### src/rtl/hazard_detection_unit.sv
// hazard_detection_unit
//   ID-stage hazard detector for the 5-stage MIPS pipeline. Compares the IF/ID
//   source registers against the ID/EX and EX/MEM destinations and produces
//   the PC / IF/ID write enables, the bubble select for the control mux, and
//   the IF/ID flush for branches/jumps resolved in ID. A two-state FSM
//   (RUN/HOLD) stretches a branch-after-load-in-EX hazard to two stall cycles.
//
// Ports:
//   clk, rst                   clock (rising edge), synchronous active-high reset
//   IfId_Rs/Rt, IfId_UsesRt    ID instruction sources, rt-read qualifier
//   IfId_BranchOrJR            ID instruction compares registers in ID
//   IdEx_MemRead/RegWrite/WriteReg   EX instruction info
//   ExMem_MemRead/WriteReg     MEM instruction info
//   Branch_Taken               branch taken / jump decoded in ID
//   PCWrite, IfIdWrite         write enables (0 = stall)
//   Ctrl_Mux_Select_Stall      0 = inject bubble, 1 = pass control word
//   IfId_Flush                 zero IF/ID on the next edge
//   stall_cycles, flush_count  saturating statistics counters
//
// Build option: define HAZARD_STATS_EN to build the statistics counters;
// otherwise both statistics outputs are tied to zero.

module hazard_detection_unit #(
  parameter int unsigned REG_ADDR_W = 5,
  parameter int unsigned CNT_W      = 16
) (
  input  logic                  clk,
  input  logic                  rst,
  input  logic [REG_ADDR_W-1:0] IfId_Rs,
  input  logic [REG_ADDR_W-1:0] IfId_Rt,
  input  logic                  IfId_UsesRt,
  input  logic                  IfId_BranchOrJR,
  input  logic                  IdEx_MemRead,
  input  logic                  IdEx_RegWrite,
  input  logic [REG_ADDR_W-1:0] IdEx_WriteReg,
  input  logic                  ExMem_MemRead,
  input  logic [REG_ADDR_W-1:0] ExMem_WriteReg,
  input  logic                  Branch_Taken,
  output logic                  PCWrite,
  output logic                  IfIdWrite,
  output logic                  Ctrl_Mux_Select_Stall,
  output logic                  IfId_Flush,
  output logic [CNT_W-1:0]      stall_cycles,
  output logic [CNT_W-1:0]      flush_count
);

  localparam logic StRun  = 1'b0;
  localparam logic StHold = 1'b1;

  logic state_q, state_d;
  logic match_ex, match_mem;
  logic lu, ba, bl, bm;
  logic stall_now;

  // $0 is hardwired to zero, so a zero destination never creates a hazard.
  assign match_ex  = (IdEx_WriteReg != '0) &&
                     ((IdEx_WriteReg == IfId_Rs) || (IfId_UsesRt && (IdEx_WriteReg == IfId_Rt)));
  assign match_mem = (ExMem_WriteReg != '0) &&
                     ((ExMem_WriteReg == IfId_Rs) || (IfId_UsesRt && (ExMem_WriteReg == IfId_Rt)));

  assign lu = IdEx_MemRead && match_ex;
  assign ba = IfId_BranchOrJR && IdEx_RegWrite && !IdEx_MemRead && match_ex;
  assign bl = IfId_BranchOrJR && IdEx_MemRead && match_ex;
  assign bm = IfId_BranchOrJR && ExMem_MemRead && match_mem;

  // HOLD stalls unconditionally so the second BL cycle ignores input changes.
  assign stall_now = (state_q == StHold) || lu || ba || bl || bm;

  always_comb begin
    state_d = state_q;
    unique case (state_q)
      StRun:   if (bl) state_d = StHold;
      StHold:  state_d = StRun;
      default: state_d = StRun;
    endcase
  end

  always_ff @(posedge clk) begin
    if (rst) state_q <= StRun;
    else     state_q <= state_d;
  end

  // Enables are forced low while reset is held, independent of state.
  assign PCWrite               = !rst && !stall_now;
  assign IfIdWrite             = !rst && !stall_now;
  assign Ctrl_Mux_Select_Stall = !rst && !stall_now;
  // A flush is withheld during a stall; the branch is re-evaluated afterwards.
  assign IfId_Flush            = !rst && Branch_Taken && !stall_now;

`ifdef HAZARD_STATS_EN
  logic [CNT_W-1:0] stall_q, stall_d;
  logic [CNT_W-1:0] flush_q, flush_d;

  always_comb begin
    stall_d = stall_q;
    flush_d = flush_q;
    if (stall_now && (stall_q != '1)) stall_d = stall_q + 1'b1;
    if (IfId_Flush && (flush_q != '1)) flush_d = flush_q + 1'b1;
  end

  always_ff @(posedge clk) begin
    if (rst) begin
      stall_q <= '0;
      flush_q <= '0;
    end else begin
      stall_q <= stall_d;
      flush_q <= flush_d;
    end
  end

  assign stall_cycles = stall_q;
  assign flush_count  = flush_q;
`else
  assign stall_cycles = '0;
  assign flush_count  = '0;
`endif

endmodule
### config.mk
export PLATFORM = sky130hd
export DESIGN_NAME = hazard_detection_unit
export DESIGN_NICKNAME = d
export VERILOG_FILES = /design/src/rtl/hazard_detection_unit.sv
export SDC_FILE = /design/constraint.sdc
export NUM_CORES = 1
export LEC_CHECK = 0
export CAP_MARGIN = 20
export CELL_PAD_IN_SITES_DETAIL_PLACEMENT = 0
export CELL_PAD_IN_SITES_GLOBAL_PLACEMENT = 1
export CORE_AREA = 4 4 48 82
export DETAILED_ROUTE_END_ITERATION = 8
export DIE_AREA = 0 0 52 86
export PLACE_DENSITY = 0.83
export SLEW_MARGIN = 30
export SYNTH_ARGS = -nofsm -noshare
export SYNTH_HDL_FRONTEND = slang
export SYNTH_SLANG_ARGS = --single-unit
### constraint.sdc
create_clock -name clk -period 4.8 [get_ports clk]
set_input_delay 0.96 -clock clk [delete_from_list [all_inputs] [get_ports clk]]
set_output_delay 0.96 -clock clk [all_outputs]
set_load 0.01 [all_outputs]
---- Word-level counts from Yosys, hierarchy flattened ----
Cells that the tools add are included.
operators by class
  equality and inequality tests ........... 4
  multiplexer cells ....................... 2
  bitwise gates (word level) .............. 1
  reduce and logical (&&, ||, !) cells .... 26
operators by type and width
  cell               number
  $eq 5x5->1         4
  $logic_and 1x1->1  15
  $reduce_bool 5->1  2
  $logic_or 1x1->1   6
  $logic_not 1->1    3
  $pmux 1 s2         1
  $mux 1             1
  $not 1->1          1
word-level totals
  flip-flop bits (word level) ............. 1
  input port bits ......................... 28
  output and inout port bits .............. 36
  word-level logic and storage cells ...... 34

---- Longest topological paths before layout ----
Gate-level depths: netlist of run 1.
  word-level depth ........................ 11
  mapped depth ............................ 6
  mapped depth without buffers ............ 5

---- Worst setup path before layout of run 1 ----
No wires, ideal clock.
  path kind ............................... input-to-output
  start point ............................. input port ExMem_WriteReg[1]
  end point ............................... output port IfIdWrite
  arrival ................................. 2.206 ns
  required time ........................... 3.840 ns
  setup slack ............................. 1.634 ns
  stages on the path ...................... 5
  cells stage by stage .................... or4_4 o211ai_2 o21ai_2 a31oi_1 buf_4
on the way
  word-level cells in the longest chain between the ends .. 8
  elaborated cells between the ends (all ways) .. 10
  classes of those cells .................. 2 x eq/ne; 8 x reduce/logical
RTL lines
  element                RTL line  RTL
  start: declaration     37        input logic [REG_ADDR_W-1:0] ExMem_WriteReg,
  $eq 5x5->1             59        ((ExMem_WriteReg == IfId_Rs) || (IfId_UsesRt && (ExMem_WriteReg == IfId_Rt)));
  $logic_and 1x1->1      59
  $logic_or 1x1->1       59
  $logic_and 1x1->1 (*)  58        assign match_mem = (ExMem_WriteReg != '0) &&
  $logic_and 1x1->1 (*)  64        assign bm = IfId_BranchOrJR && ExMem_MemRead && match_mem;
  $logic_or 1x1->1 (*)   67        assign stall_now = (state_q == StHold) || lu || ba || bl || bm;
  $logic_not 1->1 (*)    -
  $logic_and 1x1->1 (*)  -
  end: declaration       40        output logic IfIdWrite,
Mark *: on every way between the ends. The rest lies on a longest branch, timed or not.

---- Worst setup path in the final report of run 1 ----
  start point ............................. input port ExMem_WriteReg[1]
  end point ............................... output port IfId_Flush
on the way
  word-level cells in the longest chain between the ends .. 8
  elaborated cells between the ends (all ways) .. 10
  classes of those cells .................. 2 x eq/ne; 8 x reduce/logical
RTL lines
  element                RTL line  RTL
  $eq 5x5->1             59
  $logic_and 1x1->1      59
  $logic_or 1x1->1       59
  $logic_and 1x1->1 (*)  58
  $logic_and 1x1->1 (*)  64
  $logic_or 1x1->1 (*)   67
  $logic_not 1->1 (*)    88        assign IfId_Flush = !rst && Branch_Taken && !stall_now;
  $logic_and 1x1->1 (*)  88
  end: declaration       42        output logic IfId_Flush,
Marks and branches as above.

==> run summary, run 1 <==
## Floorplanning
- Placeable Area: 3330 um2
- Initial Utilization: 18.3%
- number of rows in the core area: 28
- die boundary width: 52 um
- DIE HEIGHT: 86 um
- area of the die: 4470 um2
- I/O pin count: 64

## Setup path
- ordered cell list for the critical path: clkdlybuf4s50_1, or4_4, o211ai_2, o21ai_2, a311oi_2, clkdlybuf4s50_1
- kind of end point of the critical path: primary output
- terminus of the critical flop-to-flop path: state_q
- crit path launch: ExMem_WriteReg[1]
- cell type with the highest occurrence count on the critical path: sky130_fd_sc_hd__clkdlybuf4s50_1
- arrival time reported for the critical path endpoint: 3040 ps
- depth of the worst register-to-register path: 3
- gate family responsible for the most delay along the worst path: buffers and inverters
- slack of the worst reg-to-reg path: 4160 ps
- number of buffer and inverter stages on the critical path: 2
- launch point of the worst reg-to-reg path: state_q
- startpoint kind of the worst setup timing path: input pin
- slowest cell on the critical path: sky130_fd_sc_hd__clkdlybuf4s50_1
- critical path peak fanout: 3
- Crit path required time: 3840 ps
- category of the most critical setup path: input pin to primary output
- delay of the slowest critical-path stage: 570 ps

## Logic synthesis
- post-synth design cell area: 608 um2
- distinct cell type count after synthesis: 22
- biggest area contributors in the synthesized netlist: sky130_fd_sc_hd__buf_4 42%, sky130_fd_sc_hd__xor2_1 16%, sky130_fd_sc_hd__xnor2_1 13%
- post-synth top area share: 42.0%
- most numerous cell in the Yosys netlist: sky130_fd_sc_hd__buf_4
- most common library cells after synthesis: 34 x sky130_fd_sc_hd__buf_4, 11 x sky130_fd_sc_hd__xor2_1, 9 x sky130_fd_sc_hd__xnor2_1, 3 x sky130_fd_sc_hd__nor2_1
- portion of the post-synthesis area used by sequential elements: 3.29%
- Avg Synthesized Cell Area: 7.80 um2
- number of warning messages in the yosys log: 0
- dominant cell type by area after synthesis: sky130_fd_sc_hd__buf_4
- count of flip-flops with a built-in enable after synthesis: 0
- total of flip-flops plus latches after synthesis: 1
- gate count of the mapped netlist: 78
- Synth Flop Type: sky130_fd_sc_hd__dfxtp_1
- fraction of registers with async set or reset after synthesis: 0%

## Pwr
- power density over cell area: 93.9 nW/um2
- leakage power: 0.343 nW
- switching power as a share of total power: 43.1%
- cell internal power dissipation: 0.0446 mW
- net switching power figure: 0.0339 mW
- relative contribution of the clock network to total power: 0%
- combinational share of power: 89.1%
- share of power burned in registers: 10.9%
- IR Drop Worst-Case VDD: 33.4 uV

## Status
- result of the run: finished clean

## Global route
- global routing usage summed across all routing layers: 5.89%
- global-route wire length before repair: 2160 um
- GRT overflow: 0
- antenna violations before repair: 0
- pin count of the biggest net entering global routing: 4
- via count of the first global-routing pass: 490

## Min path
- worst hold path endpoint: state_q
- class of the tightest hold or removal check: register to register
- number of cells traversed by the worst hold path: 3
- beginning of the worst hold path: state_q

## Timing
- peak clock frequency supported by timing: 250 MHz
- unrepaired setup endpoints after global routing: no
- portion of the clock cycle consumed by the worst path in the final layout: 83.3%
- largest clock skew in the final design: 0 ps
- Fin. Hold Viols: 0
- max-slew violations: 0
- final setup vio count: 0
- total negative slack for setup checks: 0 ps
- minimum period implied by the final worst setup slack: 4000 ps

## Cells and area
- P&R area growth vs syn: 37.4%
- total number of nets in the final design: 136
- ratio of cells with drive above 1 in the final layout: 7.55%
- largest registers: state_q (1)
- max FFs per register: 1
- register with the most flip-flops: state_q
- ant diodes: 0
- Post-Route Utilization: 25.1%

## Route
- number of remaining DRC errors: 0
- via count: 506
- total routed wirelength: 1400 um
- count of TritonRoute iterations in the first routing pass: 2
- number of vias per cell after detailed routing: 3.35
- number of nets with antenna violations after detailed routing: 0
- routed len/inst: 9.29 um
- number of DRC markers after the initial detailed-route iteration: 6

## Flow run
- number of max-cap violations: 0

## Place
- final weighted congestion of routability-driven global placement: 0.740
- port buffer count: 31
- HPWL after detailed placement: 1270 um

## Clocking
- count of instances resized after the clock tree is built: 0
- hold buffer count at cts: 0
- later-pin clock latency in the skew report: 0 ps
- post-CTS setup repair buffer count: 0
- clock-pin slew reported for the worst setup and hold paths after clock tree synthesis: 0 ps

[power by group through the flow]
| stage | clock network, mW | registers, mW | logic (mW) |
|---|---|---|---|
| detailed placement | 0 | 0.00858 | 0.0692 |
| CTS | 0 | 0.00858 | 0.0697 |
| global route | 0 | 0.00858 | 0.0772 |
| global placement | 0 | 0.00858 | 0.0691 |
| floorplan | 0 | 0.00857 | 0.0542 |
| finish | 0 | 0.00858 | 0.0699 |
[tightest hold or removal path, stage by stage, from the launching register on]
cell and delay, ps:
sky130_fd_sc_hd__dfxtp_1 300, sky130_fd_sc_hd__nor2_2 50, sky130_fd_sc_hd__nand3_1 70, sky130_fd_sc_hd__nor2_1 40
[worst max-delay path by stage]
stage                                  endpoint  slack [ps]  depth (start not counted)
after global placement    Ctrl_Mux_Select_Stall         790                          6
final                                IfId_Flush         800                          6
after CTS                 Ctrl_Mux_Select_Stall         780                          6
after global routing                    PCWrite         600                          6
after floorplan                       IfIdWrite        1630                          5
after detailed placement  Ctrl_Mux_Select_Stall         780                          6
[layout by cell type, fill, tap and decap left out, types with 2 or more instances in the layout]
master                            netlist  layout
sky130_fd_sc_hd__conb_1                 1      32
sky130_fd_sc_hd__clkdlybuf4s50_1        0      31
sky130_fd_sc_hd__xor2_1                11      11
sky130_fd_sc_hd__xnor2_1                9       9
sky130_fd_sc_hd__nor2_1                 3       3
sky130_fd_sc_hd__nand3_1                2       2
sky130_fd_sc_hd__nand2_1                2       2
sky130_fd_sc_hd__nor3_1                 2       2
[layout make-up]
cell class                 count  area (um2)
fill                         378        2490
timing repair buffer          31         310
tap                           45        56.3
sequential                     1        20.0
multi-input combinational     73         445
inverter                       1        3.75
[through the flow]
| step | power (mW) | instances | cell area, um2 | worst slack [ps] | hold WS (ps) |
|---|---|---|---|---|---|
| 6_report | 0.0785 | 151 | 836 | 802 | 507 |
| 5_1_grt | 0.0858 | 151 | 836 | 602 | 544 |
| 4_1_cts | 0.0783 | 151 | 836 | 777 | 512 |
| 3_5_place_dp | 0.0778 | 151 | 836 | 782 | 508 |
| 3_3_place_gp | 0.0776 | 151 | 836 | 791 | 516 |
| 2_1_floorplan | 0.0628 | 109 | 724 | 1630 | 487 |
[cells by family after synthesis]
| logic type | Yosys count | synth area share [%] |
|---|---|---|
| XOR/XNOR | 20 | 28.8 |
| flip-flops | 1 | 3.29 |
| buffers and inverters | 35 | 42.6 |
| AO/OA/AOI/OAI | 7 | 11.3 |
| AND/OR/NAND/NOR | 14 | 13.4 |
| other | 1 | 0.617 |
[layer usage]
metal / vias to the layer above / global-route usage [%] / part of all wire [%]
li1: 248 / - / -
met3: 0 / 1.91 / 23
met5: - / 0 / 0
met4: 0 / 0 / 0
met2: 57 / 8.71 / 35
met1: 201 / 8.76 / 42
No activity file was read; power rests on OpenSTA's default activity.
==> run 2: changes to the inputs <==
- CORE_AREA: 4 4 48 82 -> 4 4 52 89
- DIE_AREA: 0 0 52 86 -> 0 0 56 93
- PLACE_DENSITY: 0.83 -> 0.75
- clock period: 4.8 -> 3.3 ns (I/O delays scaled with it)
==> run 2 against run 1 <==
Compared with the run above: design area rose by 5.2%; clock skew did not move; die area rose by 16%; register-to-register slack got worse by 1500 ps; critical path type unchanged; highest routed layer unchanged; setup slack got worse by 580 ps; via count rose by 4.7%; routed wire length rose by 2.1%; global-route usage fell by 0.90 points; sequential power rose by 46%; first-iteration DRC count rose by 50%.
==> run summary, run 2 (synthesis gave the netlist of run 1 again) <==
## Setup path
- delay of the slowest critical-path stage: 480 ps
- gate family responsible for the most delay along the worst path: buffers and inverters
- category of the most critical setup path: input pin to primary output
- startpoint kind of the worst setup timing path: input pin
- critical path peak fanout: 2
- ordered cell list for the critical path: clkdlybuf4s50_1, buf_4, xor2_1, nor4_1, a32oi_1, o21ai_2, a311oi_2, dlygate4sd2_1
- Crit path required time: 2640 ps
- kind of end point of the critical path: primary output
- arrival time reported for the critical path endpoint: 2410 ps
- number of buffer and inverter stages on the critical path: 3
- slowest cell on the critical path: sky130_fd_sc_hd__clkdlybuf4s50_1

## Floorplanning
- I/O pin count: 64
- die boundary width: 56 um
- number of rows in the core area: 30
- Initial Utilization: 15.6%
- Placeable Area: 3900 um2
- DIE HEIGHT: 93 um
- area of the die: 5210 um2

## Timing
- minimum period implied by the final worst setup slack: 3070 ps
- final setup vio count: 0
- max-slew violations: 0
- peak clock frequency supported by timing: 325 MHz
- unrepaired setup endpoints after global routing: no
- largest clock skew in the final design: 0 ps
- smallest setup slack after layout: 226 ps
- Post-Route Hold Slack: 511 ps
- portion of the clock cycle consumed by the worst path in the final layout: 93.1%
- Fin. Hold Viols: 0

## Global route
- global-route wire length before repair: 2230 um
- GRT overflow: 0
- antenna violations before repair: 0
- GR Layer Usage met3: 1.38%
- met2 usage in global routing: 7.62%
- global routing usage summed across all routing layers: 4.99%
- pin count of the biggest net entering global routing: 4
- most heavily used metal layer in global routing: met2
- met1 GRT Util: 7.41%
- via count of the first global-routing pass: 503

## Cells and area
- max FFs per register: 1
- P&R area growth vs syn: 44.7%
- filler instances: 463
- largest registers: state_q (1)
- register with the most flip-flops: state_q
- commonest cells after routing, fill and taps aside: 32 x sky130_fd_sc_hd__conb_1, 27 x sky130_fd_sc_hd__clkdlybuf4s50_1, 11 x sky130_fd_sc_hd__xor2_1, 9 x sky130_fd_sc_hd__xnor2_1, 6 x sky130_fd_sc_hd__buf_4
- most common library cell in the layout ignoring fill and taps: sky130_fd_sc_hd__conb_1
- ant diodes: 0
- total number of nets in the final design: 142
- ratio of cells with drive above 1 in the final layout: 12.5%

## Status
- result of the run: finished clean

## Route
- total routed wirelength: 1430 um
- number of nets with antenna violations after detailed routing: 0
- via count: 530
- number of vias per cell after detailed routing: 3.31
- number of remaining DRC errors: 0
- routed len/inst: 8.96 um
- number of DRC markers after the initial detailed-route iteration: 9
- count of TritonRoute iterations in the first routing pass: 4

## Clocking
- clock-pin slew reported for the worst setup and hold paths after clock tree synthesis: 0 ps
- later-pin clock latency in the skew report: 0 ps

## Pwr
- IR Drop Worst-Case VDD: 50.2 uV
- leakage power: 0.380 nW
- power density over cell area: 133 nW/um2

## Flow run
- number of max-cap violations: 0

## Place
- dpl ws: -94.8 ps
- final weighted congestion of routability-driven global placement: 0.750
- port buffer count: 31
- HPWL after detailed placement: 1310 um

## Min path
- class of the tightest hold or removal check: register to register

## run 2: final timing paths
path,startpoint,to,slack [ps],cells past startpoint
hold / removal,state_q,state_q,510,3
hold reg to reg,state_q,state_q,510,3
setup / recovery,ExMem_WriteReg[2],IfId_Flush,230,8
setup reg to reg,state_q,state_q,2650,3
## run 2: stage by stage
stage                     cell area (um2)  std cells  TNS (ps)  utilization, %  total power [mW]
after floorplan                       724        109         0               -            0.0913
after global placement                885        160      -275            22.7             0.118
after detailed placement              885        160      -352            22.7             0.118
after CTS                             880        160         0            22.5             0.117
after global routing                  880        160         0            22.5             0.126
final                                 880        160         0            22.5             0.117
## run 2: final cells by class
| type | count | area [um2] | area share [%] |
|---|---|---|---|
| inverters | 1 | 3.75 | 0.427 |
| multi-input cells | 73 | 445 | 50.6 |
| flip-flops and latches | 1 | 20.0 | 2.28 |
| well taps | 48 | 60.1 | 6.83 |
| repair buffers | 37 | 350 | 39.8 |
## run 2: routing by layer
metal  vias to the layer above  wire length (um)
met5                         -                 0
met4                         0                 0
met3                         0               300
met2                        59               492
met1                       210               640
li1                        261                 -
## run 2: worst register-to-register path, cell delays in order (launching register included)
cell	delay (ps)
sky130_fd_sc_hd__dfxtp_1	280
sky130_fd_sc_hd__nor2_2	130
sky130_fd_sc_hd__nand3_1	90
sky130_fd_sc_hd__nor2_1	80
## run 2: repair_timing
action	CTS	global route
endpoints found under the setup margin	4	0
hold buffers	0	0
buffers inserted	0	0
gates resized for setup	4	0
## run 2: power by group
group          internal, mW  switching, mW
logic                0.0544         0.0501
registers            0.0124      0.0000377
clock network             0              0
total                0.0668         0.0501
==> run 3: changes to the inputs <==
- CORE_AREA: 4 4 52 89 -> 4 4 74 63
- DIE_AREA: 0 0 56 93 -> 0 0 78 67
- SLEW_MARGIN: 30 -> 20
==> run 3 against run 2 <==
Compared with the run above: global-route usage shrank 0.43 points; die area increased by 0.35%; clock skew unchanged; hold slack better by 8.1 ps; first-iteration DRC count shrank 56%; fmax is 1.2% lower; core utilization rose by 0.11 points; setup slack lost 36 ps; routed wire length grew 4.3%; highest routed layer unchanged; sequential cell count did not move; largest power group unchanged.
==> run summary, run 3 (synthesis gave the netlist of run 1 again) <==
## Global route
- global-route wire length before repair: 1970 um
- antenna violations before repair: 0
- global routing usage summed across all routing layers: 4.57%
- GRT overflow: 0
- pin count of the biggest net entering global routing: 4
- via count of the first global-routing pass: 470

## Pwr
- IR Drop Worst-Case VDD: 24.0 uV
- power density over cell area: 131 nW/um2
- leakage power: 0.385 nW

## Cells and area
- register with the most flip-flops: state_q
- filler-free cell count of the finished design: 170
- max FFs per register: 1
- largest registers: state_q (1)
- P&R area growth vs syn: 47.7%
- total number of nets in the final design: 143
- ant diodes: 0
- Post-Route Utilization: 22.6%
- most common library cell in the layout ignoring fill and taps: sky130_fd_sc_hd__conb_1
- commonest cells after routing, fill and taps aside: 32 x sky130_fd_sc_hd__conb_1, 27 x sky130_fd_sc_hd__clkdlybuf4s50_1, 11 x sky130_fd_sc_hd__xor2_1, 9 x sky130_fd_sc_hd__xnor2_1, 7 x sky130_fd_sc_hd__buf_4
- ratio of cells with drive above 1 in the final layout: 13.3%

## Route
- routed len/inst: 8.79 um
- count of TritonRoute iterations in the first routing pass: 2
- top metal layer carrying routed signals: met3
- total routed wirelength: 1500 um
- wire length on met2: 897 um
- number of vias per cell after detailed routing: 2.96
- number of nets with antenna violations after detailed routing: 0
- number of DRC markers after the initial detailed-route iteration: 4
- via count: 503
- total met3 wirelength after detailed routing: 94 um
- wl on met1: 504 um
- number of remaining DRC errors: 0

## Timing
- peak clock frequency supported by timing: 322 MHz
- Post-Route Hold Slack: 519 ps
- Fin. Hold Viols: 0
- portion of the clock cycle consumed by the worst path in the final layout: 94.2%
- max-slew violations: 0
- total negative slack for setup checks: 0 ps
- final setup vio count: 0
- largest clock skew in the final design: 0 ps
- smallest setup slack after layout: 190 ps
- unrepaired setup endpoints after global routing: no
- minimum period implied by the final worst setup slack: 3110 ps

## Setup path
- startpoint kind of the worst setup timing path: input pin
- gate family responsible for the most delay along the worst path: buffers and inverters
- total stage count of the critical path: 6
- kind of end point of the critical path: primary output
- ordered cell list for the critical path: clkdlybuf4s50_1, or4_4, o211ai_2, o21ai_2, a311oi_2, dlygate4sd2_1
- slowest cell on the critical path: sky130_fd_sc_hd__or4_4
- critical path peak fanout: 2
- number of buffer and inverter stages on the critical path: 2
- arrival time reported for the critical path endpoint: 2450 ps
- category of the most critical setup path: input pin to primary output
- Crit path required time: 2640 ps
- delay of the slowest critical-path stage: 550 ps
- depth of the worst register-to-register path: 3

## Status
- result of the run: finished clean

## Floorplanning
- Initial Utilization: 15.3%
- die boundary width: 78 um
- area of the die: 5230 um2
- I/O pin count: 64
- number of rows in the core area: 21
- Placeable Area: 3970 um2
- DIE HEIGHT: 67 um

## Flow run
- number of max-cap violations: 0

## Place
- dpl ws: -118 ps
- HPWL after detailed placement: 1440 um
- Inst Count DP: 170
- port buffer count: 31
- final weighted congestion of routability-driven global placement: 0.679

## Min path
- class of the tightest hold or removal check: register to register
- number of cells traversed by the worst hold path: 3

## Clocking
- hold buffer count at cts: 0
- later-pin clock latency in the skew report: 0 ps
- clock-pin slew reported for the worst setup and hold paths after clock tree synthesis: 0 ps
- post-CTS setup repair buffer count: 0

run 3: changes by cell type in the layout (fill, tap and decap cells not counted):
cell,change
sky130_fd_sc_hd__buf_4,+1
run 3: cell type report:
class / instances / area [um2]
multi-input cells: 73 / 445
fillers: 438 / 3070
flip-flops and latches: 1 / 20.0
inverters: 1 / 3.75
well taps: 57 / 71.3
repair buffers: 38 / 358
run 3: power by group:
part	internal (mW)	switching, mW
clock network	0	0
logic	0.0551	0.0501
registers	0.0124	0.0000352
total	0.0676	0.0502
run 3: routing by layer:
layer | GRT usage (%) | vias up
met5 | 0 | -
met2 | 10.0 | 19
met4 | 0 | 0
met3 | 0.405 | 0
met1 | 4.92 | 222
li1 | - | 262
run 3: path summary, 6_finish.rpt:
kind / startpoint / endpoint / slack (ps)
setup / recovery: ExMem_WriteReg[1] / IfId_Flush / 190
hold / removal: state_q / state_q / 520
setup reg to reg: state_q / state_q / 2640
hold reg to reg: state_q / state_q / 520
run 3: worst register-to-register path, delay by kind of cell (launching register included):
family | cells | cell delay, ps
AND/OR/NAND/NOR | 3 | 320
flip-flops | 1 | 280
run 3: timing repair:
action | in CTS | in global routing
endpoints found under the hold margin | 0 | 0
gates resized for setup | 4 | 0
setup endpoints to repair | 4 | 0
run 3: through the flow:
stage	power [mW]	instance area (um2)
6_report	0.118	898
4_1_cts	0.118	898
3_5_place_dp	0.120	903
2_1_floorplan	0.0913	724
5_1_grt	0.127	898
3_3_place_gp	0.120	903
